==> config.mk <==
export PLATFORM = sky130hd
export DESIGN_NAME = program_sequencer
export DESIGN_NICKNAME = d
export VERILOG_FILES = /design/src/rtl/program_sequencer.sv
export SDC_FILE = /design/constraint.sdc
export NUM_CORES = 1
export LEC_CHECK = 0
export CAP_MARGIN = 40
export CORE_MARGIN = 1.5
export CORE_UTILIZATION = 42
export CTS_CLUSTER_DIAMETER = 200
export DETAILED_ROUTE_END_ITERATION = 8
export PLACE_DENSITY = 0.74
export REMOVE_ABC_BUFFERS = 1
export SLEW_MARGIN = 30
export SYNTH_ARGS = -nofsm -noshare
export SYNTH_HDL_FRONTEND = slang
export SYNTH_SLANG_ARGS = --single-unit
==> constraint.sdc <==
create_clock -name clock -period 1.3 [get_ports clock]
set_input_delay 0.26 -clock clock [delete_from_list [all_inputs] [get_ports clock]]
set_output_delay 0.26 -clock clock [all_outputs]
set_load 0.02 [all_outputs]
==> src/rtl/program_sequencer.sv <==
// program_sequencer: fetches instructions from a small ROM or from manual
// switches, offers each one to the datapath with a valid/ready handshake,
// and supports free-running, paused and single-step execution.
module program_sequencer #(
  parameter int unsigned PC_MAX = 9
) (
  input  logic       clock,
  input  logic       reset,
  input  logic       run_btn,
  input  logic       step_btn,
  input  logic       mode_rom,
  input  logic [7:0] switches,
  input  logic [7:0] rom_data,
  input  logic       exec_ready,
  output logic [3:0] rom_addr,
  output logic [7:0] instr,
  output logic       exec_valid,
  output logic       halted,
  output logic [7:0] retired
);

  typedef enum logic [2:0] {
    IDLE      = 3'd0,
    FETCH     = 3'd1,
    ISSUE     = 3'd2,
    WAIT_STEP = 3'd3,
    HALT      = 3'd4
  } state_t;

  localparam logic [3:0] PC_LAST = 4'(PC_MAX);

  state_t     state_r, state_s;
  logic [3:0] pc_r, pc_s;
  logic [7:0] instr_r, instr_s;
  logic [7:0] retired_r, retired_s;
  logic       run_mode_r, run_mode_s;
  logic       src_rom_r, src_rom_s;
  logic       exec_valid_r, exec_valid_s;
  logic       halted_r, halted_s;
  logic       run_q_r, step_q_r;
  logic       run_arm_r, step_arm_r;
  logic       run_edge_s, step_edge_s, xfer_s;

  // A button only produces an edge once it has been seen low after reset,
  // so a button held across reset release stays silent until re-pressed.
  assign run_edge_s  = run_btn  & ~run_q_r  & run_arm_r;
  assign step_edge_s = step_btn & ~step_q_r & step_arm_r;
  assign xfer_s      = (state_r == ISSUE) & exec_ready;

  // State, datapath and registered-output storage.
  always_ff @(posedge clock or negedge reset) begin
    if (!reset) begin
      state_r      <= IDLE;
      pc_r         <= 4'd0;
      instr_r      <= 8'h00;
      retired_r    <= 8'd0;
      run_mode_r   <= 1'b0;
      src_rom_r    <= 1'b0;
      exec_valid_r <= 1'b0;
      halted_r     <= 1'b0;
      run_q_r      <= 1'b0;
      step_q_r     <= 1'b0;
      run_arm_r    <= 1'b0;
      step_arm_r   <= 1'b0;
    end else begin
      state_r      <= state_s;
      pc_r         <= pc_s;
      instr_r      <= instr_s;
      retired_r    <= retired_s;
      run_mode_r   <= run_mode_s;
      src_rom_r    <= src_rom_s;
      exec_valid_r <= exec_valid_s;
      halted_r     <= halted_s;
      run_q_r      <= run_btn;
      step_q_r     <= step_btn;
      run_arm_r    <= run_arm_r  | ~run_btn;
      step_arm_r   <= step_arm_r | ~step_btn;
    end
  end

  // Next-state and datapath update logic.
  always_comb begin
    state_s    = state_r;
    pc_s       = pc_r;
    instr_s    = instr_r;
    retired_s  = retired_r;
    run_mode_s = run_mode_r;
    src_rom_s  = src_rom_r;
    case (state_r)
      IDLE: begin
        pc_s = 4'd0;
        if (run_edge_s) begin
          state_s    = FETCH;
          run_mode_s = 1'b1;
          src_rom_s  = mode_rom;
        end else if (step_edge_s) begin
          state_s    = FETCH;
          run_mode_s = 1'b0;
          src_rom_s  = mode_rom;
        end else begin
          state_s = IDLE;
        end
      end
      FETCH: begin
        instr_s = src_rom_r ? rom_data : switches;
        state_s = ISSUE;
        if (step_edge_s) begin
          run_mode_s = 1'b0;
        end else begin
          run_mode_s = run_mode_r;
        end
      end
      ISSUE: begin
        if (step_edge_s) begin
          run_mode_s = 1'b0;
        end else begin
          run_mode_s = run_mode_r;
        end
        if (xfer_s) begin
          retired_s = retired_r + 8'd1;
          if (src_rom_r && (pc_r == PC_LAST)) begin
            state_s = HALT;
          end else begin
            if (src_rom_r) begin
              pc_s = pc_r + 4'd1;
            end else begin
              pc_s = pc_r;
            end
            if (run_mode_s) begin
              state_s = FETCH;
            end else begin
              state_s = WAIT_STEP;
            end
          end
        end else begin
          state_s = ISSUE;
        end
      end
      WAIT_STEP: begin
        if (run_edge_s) begin
          state_s    = FETCH;
          run_mode_s = 1'b1;
        end else if (step_edge_s) begin
          state_s    = FETCH;
          run_mode_s = 1'b0;
        end else begin
          state_s = WAIT_STEP;
        end
      end
      HALT: begin
        if (run_edge_s) begin
          state_s = IDLE;
          pc_s    = 4'd0;
        end else begin
          state_s = HALT;
        end
      end
      default: begin
        state_s    = IDLE;
        pc_s       = 4'd0;
        run_mode_s = 1'b0;
      end
    endcase
  end

  // Output decode from the next state so outputs are registered alongside it.
  always_comb begin
    exec_valid_s = 1'b0;
    halted_s     = 1'b0;
    case (state_s)
      ISSUE:   exec_valid_s = 1'b1;
      HALT:    halted_s     = 1'b1;
      default: begin
        exec_valid_s = 1'b0;
        halted_s     = 1'b0;
      end
    endcase
  end

  assign rom_addr   = pc_r;
  assign instr      = instr_r;
  assign exec_valid = exec_valid_r;
  assign halted     = halted_r;
  assign retired    = retired_r;

endmodule

==> reports/summary.txt <==
outcome: complete, but fails checks
failing checks: setup timing
net switching power: 1913 µW
Distinct cells, synth: 35
Filler cells: 252
Util after Layout: 73.00%
Setup violations, final: 13
Syn. warnings: 0
vias per inst: 5.226
first-pass GRT wire length: 5.602 mm
row cnt: 21
switching share of power: 38.52%
Peak VDD IR: 1.176 mV
Vias: 1,364
slew margin rel.: 85.91%
mapped cell area: 1461 µm²
fin crit share: 109.7%
CTS Buf Count: 5
GR Util met1: 23.82%
WS Path Type: register to register
Internal Pwr Total: 3052 µW
DRT Wirelength: 4.098 mm
hpwl dp: 2.656 mm
Post-synth EDFFs: 0
Clock Latency Late Sink: 0.33 ns
CP max stage cell: dfrtp_1
fraction of layout cells with a size suffix above 1: 52.56%
Worst EP arrival: 1.65 ns
Crit Path Max Fanout: 2
Max Slew Vio Count: 0
grt ovf: 0
DRT Pass-1 Iters: 5
Worst-Margin Slew: 0.2054 ns
Final ANT Viol Nets: 0
Ports: 44
Leak: 0.001093 µW
Setup crit start kind: register
pin count of the biggest net entering global routing: 32
htree depth: 2
area grow syn2layout: 66.70%
Clock Sink Count: 31
Max Clock Skew: 0.01069 ns
Root Buffer: clkbuf_4
max incr delay on CP: 0.44 ns
post-route setup slack: -0.1265 ns
total track usage: 20.32%
Hold Buf Count CTS: 0
Flop pwr share: 31.0%
chip height: 61.99 µm
diode count: 0
drt drc: 0
CTS tree: done
die area: 3842 µm²
Routed WL per cell: 15.70 µm
Syn Area/Cell: 11.07 µm²
Final Critical Period: 1.426 ns
clock share of power: 16.0%
Final Hold Fails: 0
vias in the first global route: 1,298
clock buffer depth: 2
PwrDens: 2038 nW/µm²
Core Box Area: 3337 µm²
gpl congestion: 0.8933
Crit path required time: 1.52 ns
combinational share of power: 53.0%
Async SR Flop Fraction: 100.0%
Max-Cap Viols: 0
FF+latch count, synth: 31
Design Power: 4965 µW
Mapped Cells: 132
endpoint class of the critical path: register
Chip Width: 61.99 µm
busiest grt layer: met2
initial antenna violation count: 0
achievable frequency: 701.0 MHz
Worst-path clk slew: 0.10 ns
RSZ-0062 raised after global routing: true
M3 GR Usage: 8.489%
drt initial violations: 82
I/O Buffers: 43
nets@finish: 239
Initial Util: 43.79%
register area share after synthesis: 53.08%
worst-path cell chain: ha_4 > nand3b_1 > nand3_2 > a21bo_2 > mux2_4
type of the worst min-delay path: primary input to async pin
met2 global-route usage: 33.63%
dominant synthesized flop cell: dfrtp_1
[stage by stage]
stage | TNS (ns) | setup WS [ns] | std cells | cell area (µm²) | hold WS [ns]
floorplan | -0.8563 | -0.2687 | 128 | 1435 | -0.03559
global placement | -4.703 | -0.4156 | 246 | 2166 | 0.4500
detailed placement | -5.109 | -0.4388 | 246 | 2166 | 0.4542
CTS | -0.6751 | -0.1463 | 257 | 2310 | 0.2767
global route | -1.521 | -0.1670 | 261 | 2436 | 0.2825
finish | -0.7546 | -0.1265 | 261 | 2436 | 0.2900
[state kept, by name, indices dropped and copies added (netlist names)]
name,count
halted,1
retired,8
exec_valid,1
run_arm_r,1
rom_addr,4
step_q_r,1
run_q_r,1
src_rom_r,1
instr,8
state_r,3
step_arm_r,1
run_mode_r,1
[Yosys cell counts, types with 4 or more instances]
library cell | n | share of area (%)
mux2i_1 | 8 | 5.5
xnor2_1 | 6 | 3.6
o21ai_0 | 4 | 1.4
dfrtp_1 | 31 | 53
nand2_1 | 8 | 2.1
a21oi_1 | 13 | 4.5
nor2_1 | 13 | 3.3
nand2b_1 | 4 | 1.7
nand3b_1 | 5 | 2.6
[critical path, delay by kind of cell (launching register included)]
| kind | cells | cell delay [ns] |
|---|---|---|
| muxes | 1 | 0.29 |
| adders and majority gates | 1 | 0.18 |
| DFF | 1 | 0.44 |
| and+or+nand+nor | 2 | 0.20 |
| AOI/OAI and AO/OA | 1 | 0.21 |
[routing by layer]
layer | vias up | share of wire, %
li1 | 631 | -
met1 | 664 | 39
met2 | 56 | 52
met3 | 13 | 7.1
met4 | 0 | 1.6
met5 | - | 0
[area by class of cell]
cell class                 instances  area [µm²]  area share (%)
multi-input combinational         96       819.5           33.64
sequential                        31       778.2           31.95
timing repair buffer              79       690.7           28.35
tap                               46       57.56           2.363
clock buffer                       6       51.30           2.106
clock inverter                     2       35.03           1.438
inverter                           1       3.754          0.1541
[worst paths after layout]
| kind | from | to | slack (ns) | cells past startpoint |
|---|---|---|---|---|
| worst max-delay path | rom_addr[0] | rom_addr[1] | -0.13 | 5 |
| worst min-delay path | reset | run_mode_r | 0.29 | 2 |
| worst max register to register | rom_addr[0] | rom_addr[1] | -0.13 | 5 |
| worst min register to register | run_arm_r | run_arm_r | 0.48 | 1 |
| max in group asynchronous | reset | state_r[1] | 0.82 | 2 |
| min in group clock | run_arm_r | run_arm_r | 0.48 | 1 |
[power groups by stage]
stage	registers (µW)	clock network (µW)	logic, µW
after CTS	1470	821	2210
final	1540	794	2630
after global routing	1570	863	2810
after global placement	1460	0	2100
after floorplan	1840	0	685
after detailed placement	1480	0	2190
[what timing repair did]
item,in CTS,in global routing
buffers inserted,3,3
endpoints found under the setup margin,32,45
gates resized for setup,66,67
cloned,0,1
pin swaps,11,9
[cells by family (layout without fill, tap and decap cells)]
kind of cell	count (synthesis)	after routing	synth area share, %
AOI/OAI and AO/OA	23	23	9.589
buffers and inverters	5	88	2.054
xor gates and xnor gates	7	7	4.195
DFF	31	31	53.08
and+or+nand+nor	52	52	20.46
adders and majority gates	3	3	2.569
muxes	11	11	8.048
[cells in the final DEF, fill, tap and decap left out, types with 3 or more instances in the layout]
cell / n
clkbuf_4: 5
mux2i_1: 8
nand2_2: 4
nand2_1: 4
nor2_2: 7
nor2_1: 4
nand3b_1: 5
clkdlybuf4s50_1: 21
nand4_1: 3
a21oi_2: 11
buf_4: 24
buf_2: 5
xnor2_1: 4
dfrtp_1: 29
nor2_4: 3
clkbuf_2: 13
nand2b_1: 3
buf_6: 11
Note: power is estimated with default switching activity, not from simulation.
